File: config.mk
export PLATFORM = sky130hd
export DESIGN_NAME = mm_operand_loader
export DESIGN_NICKNAME = d
export VERILOG_FILES = /design/src/rtl/mm_operand_loader.sv
export SDC_FILE = /design/constraint.sdc
export NUM_CORES = 1
export LEC_CHECK = 0
export ABC_AREA = 1
export BUFFER_PORTS_ARGS = -buffer_cell sky130_fd_sc_hd__buf_4
export CORE_ASPECT_RATIO = 1.75
export CORE_UTILIZATION = 25
export DETAILED_ROUTE_END_ITERATION = 8
export PLACE_DENSITY = 0.42
export SLEW_MARGIN = 5
export SYNTH_ARGS = -nofsm -noshare
export SYNTH_HDL_FRONTEND = slang
export SYNTH_SLANG_ARGS = --single-unit
File: constraint.sdc
create_clock -name clk -period 2.7 [get_ports clk]
set_input_delay 0.27 -clock clk [delete_from_list [all_inputs] [get_ports clk]]
set_output_delay 0.27 -clock clk [all_outputs]
set_load 0.02 [all_outputs]
File: src/rtl/mm_operand_loader.sv
// mm_operand_loader: collects DIM*DIM elements of A and then of B, one byte per
// strobe rise, launches the multiplier core with a one-cycle start pulse and
// keeps both operand matrices frozen until the core reports done.
//
// Handshake with the core: start is a registered one-cycle pulse, raised only
// while core_busy is low; the loader then sits in RUN until core_done pulses
// (core_busy is not looked at in RUN). Bytes arrive on data_in and are
// qualified by a rising edge on the asynchronous strobe_in pin, after a
// three-flop synchroniser; data_in must stay stable until the capture edge.
module mm_operand_loader #(
  parameter  int DIM   = 2,
  parameter  int WIDTH = 8,
  localparam int NELEM = 2 * DIM * DIM,
  localparam int CW    = $clog2(NELEM + 1)
) (
  input  logic                       clk,
  input  logic                       rst_n,
  input  logic                       ena,
  input  logic [WIDTH-1:0]           data_in,
  input  logic                       strobe_in,
  input  logic                       clear,
  input  logic                       core_busy,
  input  logic                       core_done,
  output logic [DIM*DIM*WIDTH-1:0]   mat_a,
  output logic [DIM*DIM*WIDTH-1:0]   mat_b,
  output logic                       start,
  output logic [CW-1:0]              elem_count,
  output logic                       loader_busy,
  output logic                       overrun,
  output logic [1:0]                 dbg_state
);

  localparam int NA = DIM * DIM;

  typedef enum logic [1:0] {
    IDLE  = 2'd0,
    LOAD  = 2'd1,
    ISSUE = 2'd2,
    RUN   = 2'd3
  } state_t;

  state_t                     r_state;
  state_t                     w_state_n;
  logic                       r_s1, r_s2, r_s3;
  logic [CW-1:0]              r_count;
  logic [CW-1:0]              w_count_n;
  logic                       r_start, w_start_n;
  logic                       r_busy;
  logic                       r_overrun, w_overrun_n;
  logic                       w_capture;
  logic                       w_edge;
  logic                       w_accept;
  logic                       w_active;
  logic [DIM*DIM*WIDTH-1:0]   r_mat_a, r_mat_b;

  assign w_edge   = r_s2 & ~r_s3;
  assign w_active = (r_state == ISSUE) || (r_state == RUN);
  assign w_accept = w_edge & ena & ((r_state == IDLE) || (r_state == LOAD));

  // Strobe synchroniser; runs every cycle so enable does not swallow an edge mid-flight.
  always_ff @(posedge clk or negedge rst_n) begin
    if (!rst_n) begin
      r_s1 <= 1'b0;
      r_s2 <= 1'b0;
      r_s3 <= 1'b0;
    end else begin
      r_s1 <= strobe_in;
      r_s2 <= r_s1;
      r_s3 <= r_s2;
    end
  end

  // Next-state, element counter, start pulse and overrun flag; clear overrides everything.
  always_comb begin
    w_state_n   = r_state;
    w_count_n   = r_count;
    w_start_n   = 1'b0;
    w_overrun_n = r_overrun;
    w_capture   = 1'b0;
    if (clear) begin
      w_state_n   = IDLE;
      w_count_n   = '0;
      w_overrun_n = 1'b0;
    end else begin
      if (w_edge && ena && w_active) w_overrun_n = 1'b1;
      case (r_state)
        IDLE, LOAD: begin
          if (w_accept) begin
            w_capture = 1'b1;
            if (r_count < CW'(NELEM)) w_count_n = r_count + CW'(1);
            w_state_n = (r_count == CW'(NELEM - 1)) ? ISSUE : LOAD;
          end
        end
        ISSUE: begin
          if (ena && !core_busy) begin
            w_start_n = 1'b1;
            w_state_n = RUN;
          end
        end
        RUN: begin
          // core_done is honoured even while ena is low.
          if (core_done) begin
            w_state_n = IDLE;
            w_count_n = '0;
          end
        end
        default: w_state_n = IDLE;
      endcase
    end
  end

  // State register and registered control outputs.
  always_ff @(posedge clk or negedge rst_n) begin
    if (!rst_n) begin
      r_state   <= IDLE;
      r_count   <= '0;
      r_start   <= 1'b0;
      r_busy    <= 1'b0;
      r_overrun <= 1'b0;
    end else begin
      r_state   <= w_state_n;
      r_count   <= w_count_n;
      r_start   <= w_start_n;
      r_busy    <= (w_state_n == ISSUE) || (w_state_n == RUN);
      r_overrun <= w_overrun_n;
    end
  end

  // Operand storage: only a captured byte writes, so matrices stay frozen in ISSUE/RUN.
  always_ff @(posedge clk or negedge rst_n) begin
    if (!rst_n) begin
      r_mat_a <= '0;
      r_mat_b <= '0;
    end else if (w_capture) begin
      for (int i = 0; i < NA; i++) begin
        if (r_count == CW'(i))      r_mat_a[i*WIDTH +: WIDTH] <= data_in;
        if (r_count == CW'(i + NA)) r_mat_b[i*WIDTH +: WIDTH] <= data_in;
      end
    end
  end

  assign mat_a       = r_mat_a;
  assign mat_b       = r_mat_b;
  assign start       = r_start;
  assign elem_count  = r_count;
  assign loader_busy = r_busy;
  assign overrun     = r_overrun;
  assign dbg_state   = r_state;

endmodule

# Word level (Yosys, flattened, before mapping)
# Index checks and enable logic that the tools add are counted.
# word_totals
register_bits	76
in_bits	15
output_inout_bits	73
elab_cells	77
# classes
add_sub_neg	1
order_cmp	1
n_eq_ne	15
n_mux	19
bitwise	4
n_reduce_logical	21
# op_table
op	count
4-bit by 3-bit equality test with 1-bit output, second input constant	4
4-bit 2-to-1 mux	4
2-bit AND reduction	8
2-bit 2-to-1 mux	5
3-bit != test, second input constant	3
2-bit equality test, second input constant	4
4-bit by 2-bit equality test with 1-bit output, second input constant	2
1-bit 2-to-1 mux	8
4-bit case mux with 2 select lines	1
2-bit case mux with 3 select lines	1
4-bit by 1-bit adder with 4-bit output, second input constant	1
4-bit by 1-bit equality test with 1-bit output, second input constant	1
4-bit logical NOT	1
4-bit < comparator, second input constant	1
4-bit AND reduction	1
1-bit bitwise AND	3
1-bit logical AND	3
1-bit logical OR	3
3-bit nonzero test	1
2-bit by 1-bit equality test with 1-bit output, second input constant	1
2-bit logical NOT	1
2-bit nonzero test	1
2-bit OR reduction	1
1-bit logical NOT	1
1-bit inverter	1

# Logic depth before layout (Yosys ltp)
# Gate-level depths: netlist (run 1).
# logic_depth
ltp_word	9
depth_mapped	8
depth_no_buf	7

# Worst setup path after synthesis (run 1)
# Ideal clock, no wire load.
# synth_timing
path_type	reg2reg
start	reg r_count[0], in the netlist elem_count[0]
end	reg r_mat_a[29], in the netlist mat_a[29]
setup_ps	131
arrival_time_ps	1374
required_ps	2569
slack_ps	1196
stages_incl_launch_ff	6
path_buffers	1
synth_period_minus_slack_ps	1504
cell_sequence	dfrtp_1 ha_1 nand4_1 clkbuf_1 nand2_1 o21ai_0
# synth_between
elab_chain_cells	2
# synth_rtl
item	line	source
from (decl)	45	logic [CW-1:0] r_count;
from (signal assigned)	122	r_count <= w_count_n;
4-bit by 2-bit equality test with 1-bit output	136	if (r_count == CW'(i)) r_mat_a[i*WIDTH +: WIDTH] <= data_in;
2-bit AND reduction (no source line)	-	
to (signal, indexed assignment)	136	
to (decl)	54	logic [DIM*DIM*WIDTH-1:0] r_mat_a, r_mat_b;
# No other way between the ends.
# A chain may end at the register's enable or synchronous reset.

# Worst setup path in the final report (run 1)
# layout_timing
start	reg r_state[1], in the netlist dbg_state[1]
end	reg r_mat_a[10], in the netlist mat_a[10]
# layout_between
elab_chain_cells	7
word_cells_on_any_way	9
classes_between	eq/ne: 1; mux: 3; bitwise: 1; reduce/logical: 4
# layout_rtl
item	line	source
from (decl)	42	state_t r_state;
from (signal assigned)	121	r_state <= w_state_n;
2-bit by 1-bit equality test with 1-bit output or 2-bit logical NOT (tied branches)	58, 86	
1-bit logical OR	58	assign w_accept = w_edge & ena & ((r_state == IDLE) || (r_state == LOAD));
1-bit bitwise AND	58	
1-bit 2-to-1 mux	88	if (w_accept) begin
1-bit 2-to-1 mux *	86	case (r_state)
1-bit 2-to-1 mux *	80	if (clear) begin
2-bit AND reduction (no source line) *	-	
# Every way passes the cells marked *; elsewhere a longest branch is shown, timed or not.

==> results of run 1 <==
worst max-delay path, stage by stage (launching register included):
cell                      delay (ns)
sky130_fd_sc_hd__dfrtp_1        0.45
sky130_fd_sc_hd__nor2_2         0.23
sky130_fd_sc_hd__inv_2          0.08
sky130_fd_sc_hd__nor2_4         0.55
sky130_fd_sc_hd__nand2_1        0.45
sky130_fd_sc_hd__o21ai_0        0.29
layer usage:
metal	track usage, %	vias up
li1	-	1256
met4	5.92	0
met2	25.8	52
met5	0	-
met3	4.22	13
met1	16.8	1195
worst max-delay path by stage:
stage                              start                     to  slack (ns)  depth (start not counted)
3_3_place_gp      dbg_state[1]$_DFF_PN0_  mat_b[15]$_DFFE_PN0P_        0.62                          6
5_1_grt           dbg_state[1]$_DFF_PN0_   mat_a[8]$_DFFE_PN0P_        0.30                          5
2_1_floorplan  elem_count[0]$_DFFE_PN0P_  mat_a[29]$_DFFE_PN0P_        1.20                          5
4_1_cts           dbg_state[1]$_DFF_PN0_   mat_a[8]$_DFFE_PN0P_        0.52                          5
3_5_place_dp      dbg_state[1]$_DFF_PN0_  mat_a[10]$_DFFE_PN0P_        0.53                          5
6_report          dbg_state[1]$_DFF_PN0_  mat_a[10]$_DFFE_PN0P_        0.55                          5
cell families after synthesis:
| logic type | count (synthesis) | synth area share [%] |
|---|---|---|
| XOR/XNOR | 1 | 0.286 |
| flip-flops | 76 | 62.1 |
| buffers and inverters | 31 | 4.46 |
| AND/OR/NAND/NOR | 176 | 24.0 |
| adder cells (fa/ha/maj) | 4 | 1.64 |
| AO/OA/AOI/OAI | 45 | 7.44 |
per-stage QoR:
step / setup WS [ns] / hold slack [ns] / util (%)
global placement: 0.620 / 0.337 / 32.3
CTS: 0.516 / 0.0321 / 35.1
global route: 0.304 / 0.0278 / 35.1
finish: 0.550 / 0.0414 / 35.1
floorplan: 1.20 / -0.0256 / -
detailed placement: 0.530 / 0.337 / 32.3
synthesized netlist by cell type:
cell                       number  area [um^2]
sky130_fd_sc_hd__ha_1           4         50.1
sky130_fd_sc_hd__nand2_2        1         6.26
sky130_fd_sc_hd__dfrtp_1       76         1900
sky130_fd_sc_hd__inv_1         22         82.6
sky130_fd_sc_hd__a21oi_1        4         20.0
sky130_fd_sc_hd__o21ai_0       32          160
sky130_fd_sc_hd__buf_2          4         20.0
sky130_fd_sc_hd__o21a_1         1         7.51
sky130_fd_sc_hd__inv_2          1         3.75
sky130_fd_sc_hd__nand4_1        2         12.5
sky130_fd_sc_hd__nor2_2         1         6.26
sky130_fd_sc_hd__nor2_4         2         22.5
sky130_fd_sc_hd__nand3_1       33          165
sky130_fd_sc_hd__clkbuf_1       2         7.51
sky130_fd_sc_hd__nand4_2        1         12.5
sky130_fd_sc_hd__nand2_1      116          435
sky130_fd_sc_hd__o21ai_1        8         40.0
sky130_fd_sc_hd__buf_6          2         22.5
sky130_fd_sc_hd__xnor2_1        1         8.76
sky130_fd_sc_hd__nor2_1        20         75.1
registers in the layout (all words and copies together) (netlist names):
register and flops:
dbg_state 2, elem_count 4, loader_busy 1, mat_a 32
mat_b 32, overrun 1, r_s1 1, r_s2 1
r_s3 1, start 1
cell type report:
type,count,area [um^2],share of cell area (%)
inverter,23,86.3,2.06
tap,137,171,4.09
sequential,76,1900,45.4
timing repair buffer,90,678,16.2
multi-input combinational,226,1020,24.4
clock inverter,6,87.6,2.09
clock buffer,10,239,5.71
where the power goes:
| group | internal (W) | switching [W] | total, W |
|---|---|---|---|
| Combinational | 0.000310 | 0.000446 | 0.000756 |
| Sequential | 0.00131 | 0.000128 | 0.00144 |
| Clock | 0.000834 | 0.000476 | 0.00131 |
| Total | 0.00245 | 0.00105 | 0.00350 |
what timing repair did:
action | in CTS | in global routing
hold buffers | 1 | 0
endpoints found under the hold margin | 47 | 0
endpoints found under the setup margin | 0 | 0
==> Flow_metrics.wiki, run 1 <==
{| class="wikitable"
! Metric !! Value
|-
| Status || finished, final reports clean
|-
| Buffers from clock root to sink, at most || 2
|-
| Mapped Nets || 352
|-
| Seq cells post-synth || 76
|-
| Clock buffer count from CTS || 9
|-
| Setup repair after global routing missed its margin || false
|-
| Net count reported at finish || 445
|-
| First DRT Iteration DRCs || 77
|-
| Highest clock rate || 465 MHz
|-
| Worst slew margin || 54.3%
|-
| Die span in x || 85.6 um
|-
| Post-detailed-route wirelength per cell || 15.4 um
|-
| Highest signal layer in the routed design || met4
|-
| Maximum number of pins on one net before global-route repair || 50
|-
| Core Area || 11900 um^2
|-
| Slew Limit Fails || 0
|-
| Setup total negative slack || 0 ns
|-
| R2R setup slack || 0.55 ns
|-
| Arrival time of the worst setup path || 2.39 ns
|-
| Gate count of the mapped netlist || 333
|-
| Hold EP || r_s1$_DFF_PN0_
|-
| Hold path startpoint || strobe_in
|-
| Clock root buffer master || sky130_fd_sc_hd__clkbuf_16
|-
| Count of max-cap constraint violations || 0
|-
| DR vias/cell || 4.43
|-
| Commonest non-fill, non-tap cells in the layout || sky130_fd_sc_hd__nand2_1, sky130_fd_sc_hd__buf_4, sky130_fd_sc_hd__dfrtp_1
|-
| Global placement routability congestion || 0.778
|-
| Data required time at the worst endpoint || 2.94 ns
|-
| Fin. Hold Viols || 0
|-
| Total Wirelength || 8.74 mm
|-
| Area growth from synthesis to final layout || 36.8%
|-
| Leakage power || 2.24 nW
|-
| VDD IR max || 0.396 mV
|-
| Clock transition at the registers of the reported paths || 0.06 ns
|-
| Layout cells sized above 1 || 25.8%
|-
| Placement Cell Area || 3850 um^2
|-
| 1st-pass router iterations || 4
|-
| Die outline height || 148 um
|-
| Final Power || 0.00350 W
|-
| Critical Path Start Type || flip-flop
|-
| Row count || 53
|-
| Number of port buffers || 87
|-
| Post-layout instance count excluding filler cells || 568
|-
| Number of inserted filler cells in the final layout || 1260
|-
| DRT met1 WL || 3.58 mm
|-
| Via count of the first global-routing pass || 2483
|-
| Number of placed I/O pins || 88
|-
| Cells on Worst Hold Path || 1
|-
| Met2 layer wire length in the routed design || 4.59 mm
|-
| Aggregate global routing overflow || 0
|-
| CTS H-tree depth || 3
|-
| Residual DRC count || 0
|-
| Post-synthesis cell area || 3060 um^2
|-
| Clock latency reported for the late side of the worst-skew pair || 0.34 ns
|-
| Warnings from Yosys || 0
|-
| Slew at the pin with the worst max-slew slack || 0.683 ns
|-
| Die outline area || 12700 um^2
|-
| Maximum fanout encountered on the critical timing path || 30
|-
| Reg-to-reg critical path startpoint || dbg_state[1]$_DFF_PN0_
|-
| Class of the most critical hold timing path || in -> reg
|-
| Most common library cell in the layout ignoring fill and taps || sky130_fd_sc_hd__nand2_1
|-
| Initial Util || 25.6%
|-
| # Post-CTS Setup Buffers || 0
|-
| Crit. End Element || flip-flop
|-
| Routed wire length on met3 || 384 um
|-
| Syn_area_per_cell || 9.19 um^2
|-
| Clock sinks || 76
|-
| Cells after DPL || 551
|-
| Final ANT Viol Nets || 0
|-
| R2R Path End || mat_a[10]$_DFFE_PN0P_
|-
| Max Clock Skew || 0.00572 ns
|-
| Initial antenna violation count || 0
|-
| Tcrit/Tclk final || 79.6%
|-
| CP Class || reg -> reg
|-
| Layout Cell Area excl Fill || 4190 um^2
|-
| Clock tree from TritonCTS || done
|-
| Total inserted antenna cells || 0
|-
| Time the worst path needs with I/O delays and setup || 2.15 ns
|-
| GRT Overall Usage || 14.8%
|-
| Resize count post-CTS || 0
|-
| Number of distinct library cell variants in the gate-level netlist after synthesis || 20
|-
| Share of synthesized area occupied by flip-flops and latches || 62.1%
|-
| Final setup violation count || 0
|-
| First-pass GRT wire length || 13.7 mm
|-
| Cell count of the worst reg-to-reg path || 5
|-
| Post-detailed-placement half-perimeter wirelength || 6.44 mm
|-
| Power density over the cells || 836 nW/um^2
|-
| Total via count in the routed design || 2516
|}
(Power assumes the default switching activity.)
==> inputs of run 2 (changes only) <==
clock period = 2 ns   (was 2.7 ns; I/O delays follow)
==> Flow_metrics.wiki, run 2 (synthesized netlist as in run 1, its figures left out) <==
{| class="wikitable"
! Metric !! Value
|-
| Time the worst path needs with I/O delays and setup || 1.64 ns (-0.510 ns)
|-
| Aggregate global routing overflow || 0 (unchanged)
|-
| Cells after DPL || 554 (+0.54%)
|-
| Global placement routability congestion || 0.822 (+5.8%)
|-
| Class of the most critical hold timing path || in -> reg
|-
| Post-layout instance count excluding filler cells || 571 (+0.53%)
|-
| Die span in x || 85.6 um (unchanged)
|-
| Power density over the cells || 1080 nW/um^2 (+30%)
|-
| Number of port buffers || 87 (unchanged)
|-
| Count of max-cap constraint violations || 0 (unchanged)
|-
| Initial antenna violation count || 0 (unchanged)
|-
| Crit. End Element || flip-flop
|-
| Data required time at the worst endpoint || 2.24 ns (-0.70 ns)
|-
| VDD IR max || 0.440 mV (+11%)
|-
| First DRT Iteration DRCs || 153 (+99%)
|-
| R2R setup slack || 0.36 ns (-0.19 ns)
|-
| Clock tree from TritonCTS || done
|-
| Buffers from clock root to sink, at most || 2 (unchanged)
|-
| Post-detailed-placement half-perimeter wirelength || 6.58 mm (+2.2%)
|-
| Area growth from synthesis to final layout || 36.9% (about the same)
|-
| CTS H-tree depth || 3 (unchanged)
|-
| Net count reported at finish || 449 (+0.90%)
|-
| Layout cells sized above 1 || 25.3% (-0.41 points)
|-
| Via count of the first global-routing pass || 2511 (+1.1%)
|-
| Die outline area || 12700 um^2 (unchanged)
|-
| Cell-by-cell listing of the critical path || nor2_2, inv_2, nor2_4, nand2_1, o21ai_0
|-
| Fin. Hold Viols || 0 (unchanged)
|-
| First-pass GRT wire length || 14.0 mm (+1.8%)
|-
| Commonest non-fill, non-tap cells in the layout || sky130_fd_sc_hd__nand2_1, sky130_fd_sc_hd__buf_4, sky130_fd_sc_hd__dfrtp_1
|-
| Arrival time of the worst setup path || 1.88 ns (-0.51 ns)
|-
| Final hold slack || 0.114 ns (+0.0726 ns)
|-
| Post-detailed-route wirelength per cell || 15.6 um (+1.6%)
|-
| Most common library cell in the layout ignoring fill and taps || sky130_fd_sc_hd__nand2_1
|-
| Max Clock Skew || 0.00438 ns (-0.00134 ns)
|-
| Slew at the pin with the worst max-slew slack || 0.594 ns (-0.0894 ns)
|-
| Row count || 53 (unchanged)
|-
| Setup total negative slack || 0 ns (unchanged)
|-
| Final setup violation count || 0 (unchanged)
|-
| Final ANT Viol Nets || 0 (unchanged)
|-
| Worst slew margin || 60.3% (+5.9 points)
|-
| Die outline height || 148 um (unchanged)
|-
| Critical Path Start Type || flip-flop
|-
| Initial Util || 25.6% (unchanged)
|-
| Total via count in the routed design || 2545 (+1.2%)
|-
| Clock transition at the registers of the reported paths || 0.06 ns (about the same)
|-
| Number of placed I/O pins || 88 (unchanged)
|-
| Clock latency reported for the late side of the worst-skew pair || 0.33 ns (about the same)
|-
| Highest clock rate || 610 MHz (+31%)
|-
| Clock root buffer master || sky130_fd_sc_hd__clkbuf_16
|-
| Tcrit/Tclk final || 82.0% (+2.4 points)
|-
| Slew Limit Fails || 0 (unchanged)
|-
| 1st-pass router iterations || 4 (unchanged)
|-
| Status || finished, final reports clean
|-
| CP Class || reg -> reg
|-
| Total Wirelength || 8.93 mm (+2.1%)
|-
| Maximum number of pins on one net before global-route repair || 41 (-18%)
|-
| DR vias/cell || 4.46 (+0.62%)
|-
| Total inserted antenna cells || 0 (unchanged)
|-
| Stage delay of the slowest cell on the critical path || 0.45 ns (-0.10 ns)
|-
| Maximum fanout encountered on the critical timing path || 16 (-47%)
|-
| Number of inserted filler cells in the final layout || 1266 (+0.48%)
|-
| Core Area || 11900 um^2 (unchanged)
|-
| GRT Overall Usage || 14.8% (+0.018 points)
|-
| Final Power || 0.00454 W (+30%)
|-
| Clock buffer count from CTS || 9 (unchanged)
|-
| Worst path slowest cell || sky130_fd_sc_hd__dfrtp_1
|-
| Setup repair after global routing missed its margin || false
|-
| Residual DRC count || 0 (unchanged)
|-
| Leakage power || 2.24 nW (about the same)
|-
| Clock sinks || 76 (unchanged)
|}
## run 2: path summary, 6_finish.rpt
check,startpoint,end,depth (start not counted)
hold reg to reg,r_s1$_DFF_PN0_,r_s2$_DFF_PN0_,0
setup / recovery,dbg_state[1]$_DFF_PN0_,mat_a[22]$_DFFE_PN0P_,5
min in group asynchronous,rst_n,mat_b[14]$_DFFE_PN0P_,2
hold / removal,core_busy,start$_DFF_PN0_,4
setup reg to reg,dbg_state[1]$_DFF_PN0_,mat_a[22]$_DFFE_PN0P_,5
max in group asynchronous,rst_n,mat_b[13]$_DFFE_PN0P_,3
## run 2: power by group
part	switching (W)	internal, W	total (W)
clock network	0.000585	0.000992	0.00158
registers	0.000167	0.00177	0.00193
logic	0.000608	0.000425	0.00103
## run 2: final cells by class
type	instances	area [um^2]	share of cell area [%]
clock inverters	2	35.0	0.836
repair buffers	94	723	17.3
flip-flops and latches	76	1900	45.4
multi-input cells	226	1020	24.4
clock buffers	13	250	5.97
inverters	23	86.3	2.06
well taps	137	171	4.09
## run 2: per-layer routing
metal | global-route usage [%] | routed length, um | vias up | share of wire (%)
li1 | - | - | 1255 | -
met1 | 16.6 | 3560 | 1221 | 40
met2 | 26.2 | 4790 | 54 | 54
met3 | 3.44 | 370 | 15 | 4.1
met4 | 6.92 | 207 | 0 | 2.3
met5 | 0 | 0 | - | 0
## run 2: what timing repair did
action,CTS,global route
hold endpoints to repair,38,0
gates resized for setup,0,0
hold buffers,2,0
buffers inserted,0,0
## run 2: critical path, delay by kind of cell (launching register included)
| family | cells | cell delay [ns] |
|---|---|---|
| AND/OR/NAND/NOR | 3 | 0.73 |
| flip-flops | 1 | 0.45 |
| buffers and inverters | 1 | 0.08 |
| AO/OA/AOI/OAI | 1 | 0.28 |
## run 2: metrics by stage
stage	cell area, um^2	util, %	worst slack [ns]
2_1_floorplan	3060	-	0.496
3_3_place_gp	3880	32.5	0.380
3_5_place_dp	3880	32.5	0.383
4_1_cts	4190	35.1	0.346
5_1_grt	4190	35.1	0.163
6_report	4190	35.1	0.360
